==> config.mk <==
export PLATFORM = sky130hd
export DESIGN_NAME = dmem_arbiter_flat
export DESIGN_NICKNAME = d
export VERILOG_FILES = /design/src/rtl/dmem_arb_pkg.sv /design/src/rtl/dmem_arbiter_if.sv /design/src/rtl/arb_counter.sv /design/src/rtl/dmem_arbiter.sv /design/src/flat_wrapper.sv
export SDC_FILE = /design/constraint.sdc
export NUM_CORES = 1
export LEC_CHECK = 0
export ABC_AREA = 0
export CORE_AREA = 4 4 115 117
export CTS_CLUSTER_DIAMETER = 40
export DETAILED_ROUTE_END_ITERATION = 8
export DIE_AREA = 0 0 119 121
export PLACE_DENSITY = 0.57
export SYNTH_ARGS = -nofsm -noshare
export SYNTH_HDL_FRONTEND = slang
export SYNTH_SLANG_ARGS = --single-unit
export TNS_END_PERCENT = 5
==> constraint.sdc <==
create_clock -name clk -period 2.8 [get_ports clk]
set_clock_uncertainty 0.2 [all_clocks]
set_input_delay 0.42 -clock clk [delete_from_list [all_inputs] [get_ports clk]]
set_output_delay 0.42 -clock clk [all_outputs]
set_load 0.01 [all_outputs]
==> src/rtl/dmem_arb_pkg.sv <==
// Shared types and default sizing for the data-memory arbiter.
package dmem_arb_pkg;

  localparam int unsigned DEF_DW           = 32;
  localparam int unsigned DEF_MAX_BURST    = 8;
  localparam int unsigned DEF_STARVE_LIMIT = 4;

  typedef enum logic {
    S_CPU = 1'b0,
    S_DMA = 1'b1
  } arb_state_t;

  // Counter width able to hold 0..limit-1 (at least one bit).
  function automatic int unsigned cnt_width(input int unsigned limit);
    return (limit > 1) ? $clog2(limit) : 1;
  endfunction

endpackage

==> src/rtl/dmem_arbiter_if.sv <==
// DMA/loader beat port: request held until granted; read data valid with the grant.
interface dmem_arbiter_if
  import dmem_arb_pkg::*;
#(
  parameter int unsigned DW = DEF_DW
) ();

  logic          req;
  logic          we;
  logic [DW-1:0] addr;
  logic [DW-1:0] wdata;
  logic          gnt;
  logic [DW-1:0] rdata;

  modport master (output req, we, addr, wdata, input gnt, rdata);
  modport slave  (input req, we, addr, wdata, output gnt, rdata);

endinterface

==> src/rtl/arb_counter.sv <==
// Clearable up-counter over 0..LIMIT-1 that either saturates or wraps; term flags LIMIT-1.
module arb_counter #(
  parameter int unsigned WIDTH = 2,
  parameter int unsigned LIMIT = 4,
  parameter bit          WRAP  = 1'b0
) (
  input  logic clk,
  input  logic reset,
  input  logic clr,
  input  logic inc,
  output logic term
);

  logic [WIDTH-1:0] count;

  assign term = (count == WIDTH'(LIMIT - 1));

  always_ff @(posedge clk or negedge reset) begin
    if (!reset) begin
      count <= '0;
    end else if (clr) begin
      count <= '0;
    end else if (inc) begin
      if (!term) begin
        count <= count + WIDTH'(1);
      end else if (WRAP) begin
        count <= '0;
      end
    end
  end

endmodule

==> src/rtl/dmem_arbiter.sv <==
// Single-port dmem arbiter between the CPU MEM stage and a DMA port; stalls the
// pipeline while the DMA owns memory, with bounded bursts and a starvation limit.
module dmem_arbiter
  import dmem_arb_pkg::*;
#(
  parameter int unsigned MAX_BURST    = DEF_MAX_BURST,
  parameter int unsigned STARVE_LIMIT = DEF_STARVE_LIMIT,
  parameter int unsigned DW           = DEF_DW
) (
  input  logic          clk,
  input  logic          reset,
  input  logic          MemReqM,
  input  logic          MemWriteM,
  input  logic [DW-1:0] ALUResultM,
  input  logic [DW-1:0] WriteDataM,
  output logic [DW-1:0] ReadDataM,
  output logic          StallM,
  dmem_arbiter_if.slave dma,
  output logic          dm_we,
  output logic [DW-1:0] dm_a,
  output logic [DW-1:0] dm_wd,
  input  logic [DW-1:0] dm_rd,
  output logic          dma_owner
);

  localparam int unsigned SW = cnt_width(STARVE_LIMIT);
  localparam int unsigned BW = cnt_width(MAX_BURST);

  arb_state_t state, state_next;
  logic       starve_inc, starve_clr, starve_term;
  logic       beat_inc, beat_clr, beat_term;
  logic       dm_we_mux;

  arb_counter #(.WIDTH(SW), .LIMIT(STARVE_LIMIT), .WRAP(1'b0)) u_starve_cnt (
    .clk   (clk),
    .reset (reset),
    .clr   (starve_clr),
    .inc   (starve_inc),
    .term  (starve_term)
  );

  arb_counter #(.WIDTH(BW), .LIMIT(MAX_BURST), .WRAP(1'b1)) u_beat_cnt (
    .clk   (clk),
    .reset (reset),
    .clr   (beat_clr),
    .inc   (beat_inc),
    .term  (beat_term)
  );

  always_ff @(posedge clk or negedge reset) begin
    if (!reset) begin
      state <= S_CPU;
    end else begin
      state <= state_next;
    end
  end

  // Ownership decision and the zero-latency dmem mux, both driven by the current owner.
  always_comb begin
    state_next = state;
    dm_we_mux  = 1'b0;
    dm_a       = ALUResultM;
    dm_wd      = WriteDataM;
    ReadDataM  = '0;
    StallM     = 1'b0;
    dma.gnt    = 1'b0;
    dma.rdata  = '0;
    starve_inc = 1'b0;
    starve_clr = 1'b0;
    beat_inc   = 1'b0;
    beat_clr   = 1'b0;

    case (state)
      S_CPU: begin
        dm_we_mux  = MemReqM & MemWriteM;
        ReadDataM  = dm_rd;
        starve_inc = dma.req & MemReqM;
        starve_clr = ~dma.req;
        beat_clr   = 1'b1;
        if (dma.req && (!MemReqM || starve_term)) begin
          state_next = S_DMA;
        end
      end
      S_DMA: begin
        dm_a       = dma.addr;
        dm_wd      = dma.wdata;
        dm_we_mux  = dma.req & dma.we;
        dma.gnt    = dma.req;
        dma.rdata  = dma.req ? dm_rd : '0;
        StallM     = MemReqM;
        starve_clr = 1'b1;
        beat_inc   = dma.req;
        // Hand back when the DMA goes idle or a full burst has run while the CPU waits.
        if (!dma.req || (beat_term && MemReqM)) begin
          state_next = S_CPU;
          beat_clr   = 1'b1;
        end
      end
      default: begin
        state_next = S_CPU;
      end
    endcase
  end

  // Keep the memory write strobe quiet while reset is held.
  assign dm_we     = dm_we_mux & reset;
  assign dma_owner = (state == S_DMA);

endmodule

==> src/flat_wrapper.sv <==
// flat-port wrapper written by rule: the top's interface ports become plain ports
module dmem_arbiter_flat import dmem_arb_pkg::*;
#(
  parameter int unsigned MAX_BURST    = DEF_MAX_BURST,
  parameter int unsigned STARVE_LIMIT = DEF_STARVE_LIMIT,
  parameter int unsigned DW           = DEF_DW
)
  (clk, reset, MemReqM, MemWriteM, ALUResultM, WriteDataM, ReadDataM, StallM, dm_we, dm_a, dm_wd, dm_rd, dma_owner, dma_req, dma_we, dma_addr, dma_wdata, dma_gnt, dma_rdata);
  dmem_arbiter_if #(.DW(DW)) dma_i ();
  input  logic clk;
  input  logic reset;
  input  logic MemReqM;
  input  logic MemWriteM;
  input  logic [DW-1:0] ALUResultM;
  input  logic [DW-1:0] WriteDataM;
  output logic [DW-1:0] ReadDataM;
  output logic StallM;
  output logic dm_we;
  output logic [DW-1:0] dm_a;
  output logic [DW-1:0] dm_wd;
  input  logic [DW-1:0] dm_rd;
  output logic dma_owner;
  input wire logic [$bits(dma_i.req)-1:0] dma_req;
  input wire logic [$bits(dma_i.we)-1:0] dma_we;
  input wire logic [$bits(dma_i.addr)-1:0] dma_addr;
  input wire logic [$bits(dma_i.wdata)-1:0] dma_wdata;
  output wire logic [$bits(dma_i.gnt)-1:0] dma_gnt;
  output wire logic [$bits(dma_i.rdata)-1:0] dma_rdata;
  assign dma_i.req = dma_req;
  assign dma_i.we = dma_we;
  assign dma_i.addr = dma_addr;
  assign dma_i.wdata = dma_wdata;
  assign dma_gnt = dma_i.gnt;
  assign dma_rdata = dma_i.rdata;
  dmem_arbiter #(.MAX_BURST(MAX_BURST), .STARVE_LIMIT(STARVE_LIMIT), .DW(DW)) u_core (.clk(clk), .reset(reset), .MemReqM(MemReqM), .MemWriteM(MemWriteM), .ALUResultM(ALUResultM), .WriteDataM(WriteDataM), .ReadDataM(ReadDataM), .StallM(StallM), .dma(dma_i), .dm_we(dm_we), .dm_a(dm_a), .dm_wd(dm_wd), .dm_rd(dm_rd), .dma_owner(dma_owner));
endmodule
==> load_flow_metrics.sql <==
INSERT INTO impl_metrics (metric_group, metric, value, unit) VALUES
('setup_path', 'ff2ff_path_depth', '3', ''),
('setup_path', 'path_depth', '3', ''),
('placed_design', 'gp_routability_congestion', '0.810', ''),
('setup_path', 'critical_path.endpoint', 'dm_wd[31]', ''),
('synthesis', 'synth_enable_flop_cells', '0', ''),
('route', 'wl', '9.83', 'mm'),
('synthesis', 'synthTopCellsByArea', 'sky130_fd_sc_hd__mux2_2 45%, sky130_fd_sc_hd__and3_1 13%, sky130_fd_sc_hd__nor2b_1 13%', ''),
('setup_path', 'cpLargestDelayFamily', 'buffers and inverters', ''),
('sta', 'finalMaxSlewViolations', '0', ''),
('synthesis', 'number_of_warnings_issued_by_yosys', '0', ''),
('synthesis', 'synth.most_common_cell', 'sky130_fd_sc_hd__mux2_2', ''),
('clock_network', 'cts-htree-levels', '1', ''),
('clock_network', 'postCtsHoldBufs', '0', ''),
('grt', 'global_route.usage.total', '0.123', ''),
('setup_path', 'worst_r2r_endpoint', 'u_core.dma_owner', ''),
('finish', 'flow.area_growth_from_synthesis', '211', '%'),
('placed_design', 'total_half_perimeter_wirelength_after_legalization_and_detailed_placement', '8.56', 'mm'),
('synthesis', 'synth_top_area_cell', 'sky130_fd_sc_hd__mux2_2', ''),
('clock_network', 'cts-resized-gates', '0', ''),
('synthesis', 'ys_async_sr_fraction', '1.00', ''),
('route', 'routed-via-count', '2434', ''),
('sta', 'setup-violations-final', '0', ''),
('sta', 'fin_tns_setup', '0', 'ns'),
('route', 'drt_pass1_iterations', '5', ''),
('floorplan', 'fp.dieArea', '0.0144', 'mm2'),
('finish', 'fin_area', '0.00480', 'mm2'),
('pwr', 'ir_drop', '0.155', 'mV'),
('finish', 'n_fill_cell', '1231', ''),
('floorplan', 'std_cell_rows', '41', ''),
('floorplan', 'design.portCount', '298', ''),
('route', 'drt_drc_violations_left', '0', ''),
('clock_network', 'numClockSinks', '6', ''),
('synthesis', 'synthesis.instances', '174', ''),
('run', 'drv_cap', '0', ''),
('route', 'post_drt_via_cell_ratio', '3.82', ''),
('sta', 'fmax', '380', 'MHz'),
('synthesis', 'synth.net_count', '343', ''),
('synthesis', 'synth_area', '0.00155', 'mm2'),
('finish', 'antenna_cells', '0', ''),
('setup_path', 'critPathCaptureType', 'output port', ''),
('route', 'postRouteAntennaNets', '0', ''),
('setup_path', 'worst_setup_path_startpoint', 'u_core.dma_owner', ''),
('clock_network', 'postCtsSetupRepairBufs', '0', ''),
('sta', 'relSlewSlack', '0.781', ''),
('route', 'initialDrtViolationCount', '58', ''),
('setup_path', 'beginning_of_the_worst_register_to_register_path', 'u_core.dma_owner', ''),
('setup_path', 'required', '2.18', 'ns'),
('clock_network', 'clock_tree.buffer_depth', '2', ''),
('grt', 'grt_pass1_wl', '14.3', 'mm'),
('clock_network', 'clk-insertion-delay-late', '0.23', 'ns'),
('sta', 'finalHoldViolations', '0', ''),
('setup_path', 'critical_path.cell_chain', 'buf_4 -> mux2_2 -> clkdlybuf4s50_1', ''),
('synthesis', 'synth.top_cells.by_count', '62 x sky130_fd_sc_hd__mux2_2, 33 x sky130_fd_sc_hd__and3_1, 33 x sky130_fd_sc_hd__nor2b_1', ''),
('placed_design', 'port_buffers', '297', ''),
('setup_path', 'arrival', '2.01', 'ns'),
('run_status', 'run_status', 'completed', ''),
('floorplan', 'starting_density_of_the_core', '0.125', ''),
('sta', 'min_period_over_period', '0.941', ''),
('floorplan', 'placeable_core_region', '0.0124', 'mm2'),
('floorplan', 'die-height', '121', 'um'),
('pwr', 'power_density', '235', 'mW/mm2'),
('setup_path', 'setup.reg_to_reg.worst_slack', '1.38', 'ns'),
('setup_path', 'critical_path.n_buffers_inverters', '2', ''),
('finish', 'finish.net_count', '636', ''),
('synthesis', 'syn_area_per_cell', '8.89', 'um2'),
('synthesis', 'postSynthRegisterBits', '6', ''),
('grt', 'first_global_vias', '2634', ''),
('pwr', 'leakage_power_summed_over_all_cells', '1.91', 'nW'),
('setup_path', 'timing_worst_setup_path_type', 'flop to output port', ''),
('sta', 'min_period', '2.63', 'ns'),
('clock_network', 'cts-root-buf', 'sky130_fd_sc_hd__clkbuf_16', '');
## worst register-to-register path: stages, from the launching register on
cell and delay [ns]:
sky130_fd_sc_hd__dfrtp_4 0.62, sky130_fd_sc_hd__buf_12 0.25, sky130_fd_sc_hd__o21ai_0 0.11, sky130_fd_sc_hd__a21boi_1 0.16
## power breakdown
part | switching, mW | internal (mW) | total (mW)
Combinational | 0.247 | 0.535 | 0.782
Clock | 0.0547 | 0.189 | 0.244
Sequential | 0.0106 | 0.0916 | 0.102
## area by class of cell
type	instances	area (um2)	area share
multi-input combinational	149	1270	0.265
tap	172	215	0.0448
sequential	6	154	0.0320
inverter	1	3.75	0.000782
timing repair buffer	306	3080	0.641
clock buffer	4	78.8	0.0164
## sequential cells by signal (all words and copies together) (netlist names)
name and flops:
u_core.dma_owner 1, u_core.u_beat_cnt.count 3, u_core.u_starve_cnt.count 2
## worst min-delay path by stage
stage	end	depth (start not counted)	from	slack [ns]
2_1_floorplan	u_core.dma_owner	0	reset	-0.08
3_3_place_gp	u_core.u_beat_cnt.count[0]	1	u_core.u_beat_cnt.count[0]	0.23
3_5_place_dp	u_core.u_beat_cnt.count[0]	1	u_core.u_beat_cnt.count[0]	0.24
4_1_cts	u_core.u_beat_cnt.count[0]	1	u_core.u_beat_cnt.count[0]	0.24
5_1_grt	u_core.u_beat_cnt.count[0]	1	u_core.u_beat_cnt.count[0]	0.27
6_report	u_core.u_beat_cnt.count[0]	1	u_core.u_beat_cnt.count[0]	0.24
## layout by cell type, fill, tap and decap left out
cell                              count
sky130_fd_sc_hd__a21boi_1             1
sky130_fd_sc_hd__and2_1               2
sky130_fd_sc_hd__and3_1              33
sky130_fd_sc_hd__buf_12               3
sky130_fd_sc_hd__buf_4                6
sky130_fd_sc_hd__clkbuf_1             1
sky130_fd_sc_hd__clkbuf_16            3
sky130_fd_sc_hd__clkdlybuf4s50_1    297
sky130_fd_sc_hd__dfrtp_1              5
sky130_fd_sc_hd__dfrtp_4              1
sky130_fd_sc_hd__ha_1                 3
sky130_fd_sc_hd__inv_1                1
sky130_fd_sc_hd__mux2_2              62
sky130_fd_sc_hd__mux2_4               2
sky130_fd_sc_hd__mux2i_1              1
sky130_fd_sc_hd__nand2_1              4
sky130_fd_sc_hd__nand2b_1             1
sky130_fd_sc_hd__nor2_1               2
sky130_fd_sc_hd__nor2b_1             33
sky130_fd_sc_hd__nor3_1               1
sky130_fd_sc_hd__nor3b_1              1
sky130_fd_sc_hd__o21ai_0              1
sky130_fd_sc_hd__o2bb2ai_1            1
sky130_fd_sc_hd__xnor2_1              1
## layer usage
metal / GRT usage / vias to the layer above / wire length, um
li1: - / 1196 / -
met2: 0.232 / 158 / 5170
met4: 0.0239 / 0 / 65
met5: 0 / - / 0
met1: 0.131 / 1072 / 3580
met3: 0.0452 / 8 / 1020
## stage by stage
| stage | worst slack, ns | power (mW) | cells | hold WS (ns) |
|---|---|---|---|---|
| 2_1_floorplan | 1.08 | 0.361 | 174 | -0.0756 |
| 3_3_place_gp | 0.239 | 0.892 | 634 | 0.230 |
| 3_5_place_dp | 0.227 | 0.892 | 634 | 0.236 |
| 4_1_cts | 0.144 | 1.14 | 638 | 0.241 |
| 5_1_grt | 0.0904 | 1.19 | 638 | 0.274 |
| 6_report | 0.167 | 1.13 | 638 | 0.239 |
## cells by family (layout without fill, tap and decap cells)
family,Yosys count,after routing,synth area share
XOR/XNOR,1,1,0.00566
AND/OR/NAND/NOR,77,77,0.302
flip-flops,6,6,0.0971
multiplexers,65,65,0.477
buffers and inverters,19,311,0.0801
adder cells (fa/ha/maj),3,3,0.0243
AO/OA/AOI/OAI,3,3,0.0138
(Power assumes the default switching activity.)
==> patch 1 (same settings) <==
Set the package constant `DEF_MAX_BURST` to 12 (it was 8).
--- a/src/rtl/dmem_arb_pkg.sv
+++ b/src/rtl/dmem_arb_pkg.sv
@@ -2,7 +2,7 @@
 package dmem_arb_pkg;
 
   localparam int unsigned DEF_DW           = 32;
-  localparam int unsigned DEF_MAX_BURST    = 8;
+  localparam int unsigned DEF_MAX_BURST    = 12;
   localparam int unsigned DEF_STARVE_LIMIT = 4;
 
   typedef enum logic {
Formal check against the unedited RTL: not equivalent (Yosys sat finds a counterexample within 10 cycles, from zero or initial values and one cycle with reset low).
==> patch 1 against the unedited design <==
- die area stayed put
- synthesized area is 13% higher
- wire length up 6.4%
- sequential cell count rose by 1
- total power up 4.2%
- utilization increased by 1.3 points
- final area rose by 3.4%
- setup slack worse by 0.026 ns
- sequential share of layout area up 0.40 points
- first-iteration DRC count is 28% lower
- non-clock buffer count is 2 lower
==> patch 1: results (changes against the unedited design) <==
[cts]
htreeDepth = 1  ; unchanged
cts_resized = 0  ; unchanged
cts_root_buffer = clkbuf_16  ; unchanged
cts_setup_buffers = 0  ; unchanged
numCtsBuffers = 3  ; unchanged
clockBufferDepth = 2  ; unchanged
path_clk_slew_ns = 0.04  ; about the same
insertion_delay_ns = 0.23  ; about the same

[global_routing]
grtUsageTotal_pct = 13.0  ; was 12.3%
first_global_vias = 2729  ; was 2634
grt_pass1_wl_um = 15000  ; was 14300 um
grt_use_met3_pct = 3.59  ; was 4.52%
met1_usage_pct = 14.0  ; was 13.1%
antenna_found_initial = 0  ; unchanged
grt_max_degree = 59  ; was 48
gr-usage-met2_pct = 25.6  ; was 23.2%

[worst_setup_path]
worstPathArrival_ns = 2.04  ; was 2.01 ns
startpoint = u_core.dma_owner  ; unchanged
endpoint_kind = output port  ; unchanged
cp_top_family = buffers and inverters  ; unchanged
slowest_delay_ns = 0.65  ; was 0.62 ns
critical_path.max_fanout = 58  ; was 21
slowest_stage = dfrtp_4  ; unchanged
rr_startpoint = u_core.u_beat_cnt.count[0]  ; was u_core.dma_owner

[synthesis]
synthArstFlopShare_pct = 100  ; unchanged
yosysUniqueCellTypes = 26  ; was 22
yosys_most_used_dff = dfrtp_1  ; unchanged
synthesis.nets = 350  ; was 343
yosysWarnings = 0  ; unchanged
synth_area_leaders = mux2_4 31%, mux2_2 18%, nor2b_1 12%  ; was mux2_2 45%, and3_1 13%, nor2b_1 13%
synth_common_cells = 36 x mux2_4, 33 x nor2b_1, 32 x and3_1  ; was 62 x mux2_2, 33 x and3_1, 33 x nor2b_1
yosysSeqAreaShare_pct = 10.1  ; was 9.71%

[final_layout]
final_layout_size_suffix_gt1_share_pct = 16.3  ; was 16.5%
final_net_count = 641  ; was 636
fillers = 1238  ; was 1231
largest_reg_flops = 4  ; was 3
diodes = 0  ; unchanged
regMostFlops = u_core.u_beat_cnt.count  ; unchanged

[placement]
port_buffers = 297  ; unchanged
place_hpwl_um = 9230  ; was 8560 um
gp_congestion = 0.757  ; was 0.810

[power_and_ir_drop]
power.internal_uw = 853  ; was 816 uW
max-vdd-ir-drop_mv = 0.186  ; was 0.155 mV
leakagePower_uw = 0.00204  ; was 0.00191 uW

[detailed_routing]
dr.pass1.iters = 4  ; was 5
wl_per_cell_um = 16.2  ; was 15.4 um
drtIter0Drc = 42  ; was 58
routed_via_density = 3.94  ; was 3.82

[timing]
worst_pin_slew_ns = 0.374  ; was 0.329 ns

[outcome]
outcome = completed  ; unchanged

[hold_path]
hp-class = in -> async  ; was reg -> reg

==> patch 1: final timing paths <==
check	end	slack, ns	cells past startpoint
max in group asynchronous	u_core.dma_owner	1.97	2
max reg2reg	u_core.u_beat_cnt.count[3]	1.25	3
min in group clk	u_core.u_beat_cnt.count[0]	0.29	1
min reg2reg	u_core.u_beat_cnt.count[0]	0.29	1
min	u_core.u_beat_cnt.count[0]	0.29	2
max	dm_wd[5]	0.14	3
==> patch 1: per-stage QoR <==
step / hold WS, ns / worst slack [ns] / instances / area [um^2] / utilization (%)
floorplan: -0.0756 / 1.06 / 182 / 1740 / -
global placement: 0.285 / 0.206 / 640 / 4890 / 39.5
detailed placement: 0.288 / 0.209 / 640 / 4890 / 39.5
CTS: 0.292 / 0.103 / 644 / 4960 / 40.2
global route: 0.305 / 0.0290 / 644 / 4960 / 40.2
finish: 0.288 / 0.141 / 644 / 4960 / 40.2
==> patch 1: final cells by class <==
type	count	area share, %
flip-flops and latches	7	3.60
well taps	172	4.33
inverters	2	0.151
repair buffers	304	61.4
clock buffers	4	1.59
multi-input cells	155	28.9
==> patch 1: power groups by stage <==
| stage | Sequential (uW) | Combinational [uW] | Clock, uW |
|---|---|---|---|
| floorplan | 110 | 300 | 0 |
| global placement | 121 | 816 | 0 |
| detailed placement | 121 | 818 | 0 |
| CTS | 120 | 822 | 253 |
| global route | 121 | 857 | 259 |
| finish | 119 | 811 | 247 |
==> patch 1: logic make-up after synthesis <==
| group | count (synthesis) | share of synthesized area (%) |
|---|---|---|
| XOR/XNOR | 1 | 0.503 |
| buffers and inverters | 20 | 7.55 |
| flip-flops | 7 | 10.1 |
| AND/OR/NAND/NOR | 81 | 28.4 |
| multiplexers | 66 | 50.3 |
| adder cells (fa/ha/maj) | 2 | 1.44 |
| AO/OA/AOI/OAI | 5 | 1.73 |
==> patch 1: worst register-to-register path, cell delays in order (launching register included) <==
cell and delay [ns]:
dfrtp_1 0.40, ha_1 0.25, or3b_2 0.47, a31oi_1 0.16
==> patch 1: per-layer routing <==
| metal | share of wire (%) | up-vias |
|---|---|---|
| li1 | - | 1227 |
| met1 | 37 | 1144 |
| met2 | 53 | 163 |
| met3 | 9.1 | 5 |
| met4 | 0.53 | 0 |
| met5 | 0 | - |
==> patch 2 (same settings) <==
Without the edit above. Reset style: synchronous (`reset`), changed in 2 clocked blocks.
--- a/src/rtl/arb_counter.sv
+++ b/src/rtl/arb_counter.sv
@@ -15,7 +15,7 @@
 
   assign term = (count == WIDTH'(LIMIT - 1));
 
-  always_ff @(posedge clk or negedge reset) begin
+  always_ff @(posedge clk) begin
     if (!reset) begin
       count <= '0;
     end else if (clr) begin
--- a/src/rtl/dmem_arbiter.sv
+++ b/src/rtl/dmem_arbiter.sv
@@ -47,7 +47,7 @@
     .term  (beat_term)
   );
 
-  always_ff @(posedge clk or negedge reset) begin
+  always_ff @(posedge clk) begin
     if (!reset) begin
       state <= S_CPU;
     end else begin
Function: differs if reset is asserted again (counterexample within 4 cycles, from zero or initial values and one cycle with reset low); with reset held inactive, the same outputs for 10 cycles.
==> patch 2 against the unedited design <==
- setup slack better by 0.087 ns
- wire length is 9.0% higher
- worst hold slack worse by 0.0028 ns
- total power is 8.5% lower
- sequential cell count stayed put
- final area is 0.91% lower
- largest power group unchanged
- highest routed layer is now met5
- synthesized area is 1.1% higher
==> patch 2: results (changes against the unedited design) <==
[synthesis]
avgSynthCellArea_um2 = 8.98  ; was 8.89 um^2
yosys_most_used_dff = dfxtp_1  ; was dfrtp_1
yosysUniqueCellTypes = 21  ; was 22
synthArstFlopShare_pct = 0  ; was 100%
yosysSeqAreaShare_pct = 7.69  ; was 9.71%
synth_area_leaders = mux2_2 46%, and3_1 13%, nor2b_1 10%  ; was mux2_2 45%, and3_1 13%, nor2b_1 13%
synth_common_cells = 64 x mux2_2, 32 x and3_1, 26 x nor2b_1  ; was 62 x mux2_2, 33 x and3_1, 33 x nor2b_1

[timing]
worst_pin_slew_ns = 0.252  ; was 0.329 ns

[detailed_routing]
wl_um = 10700  ; was 9830 um
wl_per_cell_um = 16.8  ; was 15.4 um
drtIter0Drc = 51  ; was 58
dr.pass1.iters = 4  ; was 5
routed_via_density = 3.93  ; was 3.82

[final_layout]
final_layout_size_suffix_gt1_share_pct = 16.4  ; was 16.5%
fillers = 1266  ; was 1231

[worst_setup_path]
critical_path.max_fanout = 29  ; was 21
worstPathArrival_ns = 1.93  ; was 2.01 ns

[global_routing]
grt_max_degree = 68  ; was 48
grtUsageTotal_pct = 13.5  ; was 12.3%
grt_pass1_wl_um = 15300  ; was 14300 um
antenna_found_initial = 4  ; was 0
first_global_vias = 2745  ; was 2634

[placement]
dp_cells = 631  ; was 634
gp_congestion = 0.775  ; was 0.810
place_hpwl_um = 9380  ; was 8560 um

[power_and_ir_drop]
max-vdd-ir-drop_mv = 0.145  ; was 0.155 mV
leakagePower_uw = 0.00186  ; was 0.00191 uW

[outcome]
outcome = completed  ; unchanged

==> patch 2: changes by cell type after synthesis, moves of 2 or more <==
cell     unedited run  this run
mux2_4              2         0
buf_6               3         8
mux2_2             62        64
dfrtp_1             6         0
buf_4               6         1
buf_2               6         4
and2_1              2         5
and2b_1             0         7
nor2_1              2         0
nor3_1              1         3
nor2b_1            33        26
dfxtp_1             0         6
==> patch 2: layout make-up <==
class,instances,area (um^2),share of cell area [%]
Timing Repair Buffer,303,3040,63.9
Multi-Input combinational cell,150,1290,27.2
Tap cell,172,215,4.52
Sequential cell,6,124,2.60
Clock buffer,4,78.8,1.66
Antenna cell,1,2.50,0.0526
==> patch 2: power breakdown <==
part | internal (uW) | switching, uW | leakage, uW
Sequential | 87.5 | 4.90 | 0.0000494
Combinational | 477 | 216 | 0.00177
Clock | 190 | 57.2 | 0.0000382
Total | 755 | 278 | 0.00186
==> patch 2: worst paths after layout <==
path	cells past startpoint	slack (ns)	end	startpoint
setup reg to reg	4	1.47	u_core.u_starve_cnt.count[1]	u_core.u_starve_cnt.count[0]
hold / removal	1	0.24	u_core.u_beat_cnt.count[0]	u_core.u_beat_cnt.count[0]
setup / recovery	4	0.25	dma_rdata[24]	dma_req
hold reg to reg	1	0.24	u_core.u_beat_cnt.count[0]	u_core.u_beat_cnt.count[0]
==> patch 2: logic make-up (layout without fill, tap and decap cells) <==
family | after synthesis | after routing | synth area share, %
AOI/OAI and AO/OA | 4 | 4 | 1.76
xor gates and xnor gates | 1 | 1 | 0.561
adders and majority gates | 3 | 3 | 2.40
buffers and inverters | 18 | 307 | 9.45
DFF | 6 | 6 | 7.69
muxes | 65 | 65 | 46.8
other | 0 | 1 | 0
and+or+nand+nor | 77 | 77 | 31.4
==> patch 2: through the flow <==
step	area (um^2)	worst slack [ns]
after floorplan	1560	1.15
after global placement	4680	0.276
after detailed placement	4680	0.233
after CTS	4760	0.236
after global routing	4760	0.177
final	4760	0.254
==> patch 2: routing by layer <==
metal	share of wire, %	GRT usage, %	vias up
met2	51	25.2	186
met1	35	13.4	1089
met3	12	6.25	17
met5	0.47	0	-
met4	1.6	3.84	6
li1	-	-	1202
==> patch 2: critical path, stage by stage <==
cell,delay (ns)
clkdlybuf4s50_1,0.50
buf_4,0.25
and3_1,0.20
clkdlybuf4s50_1,0.55
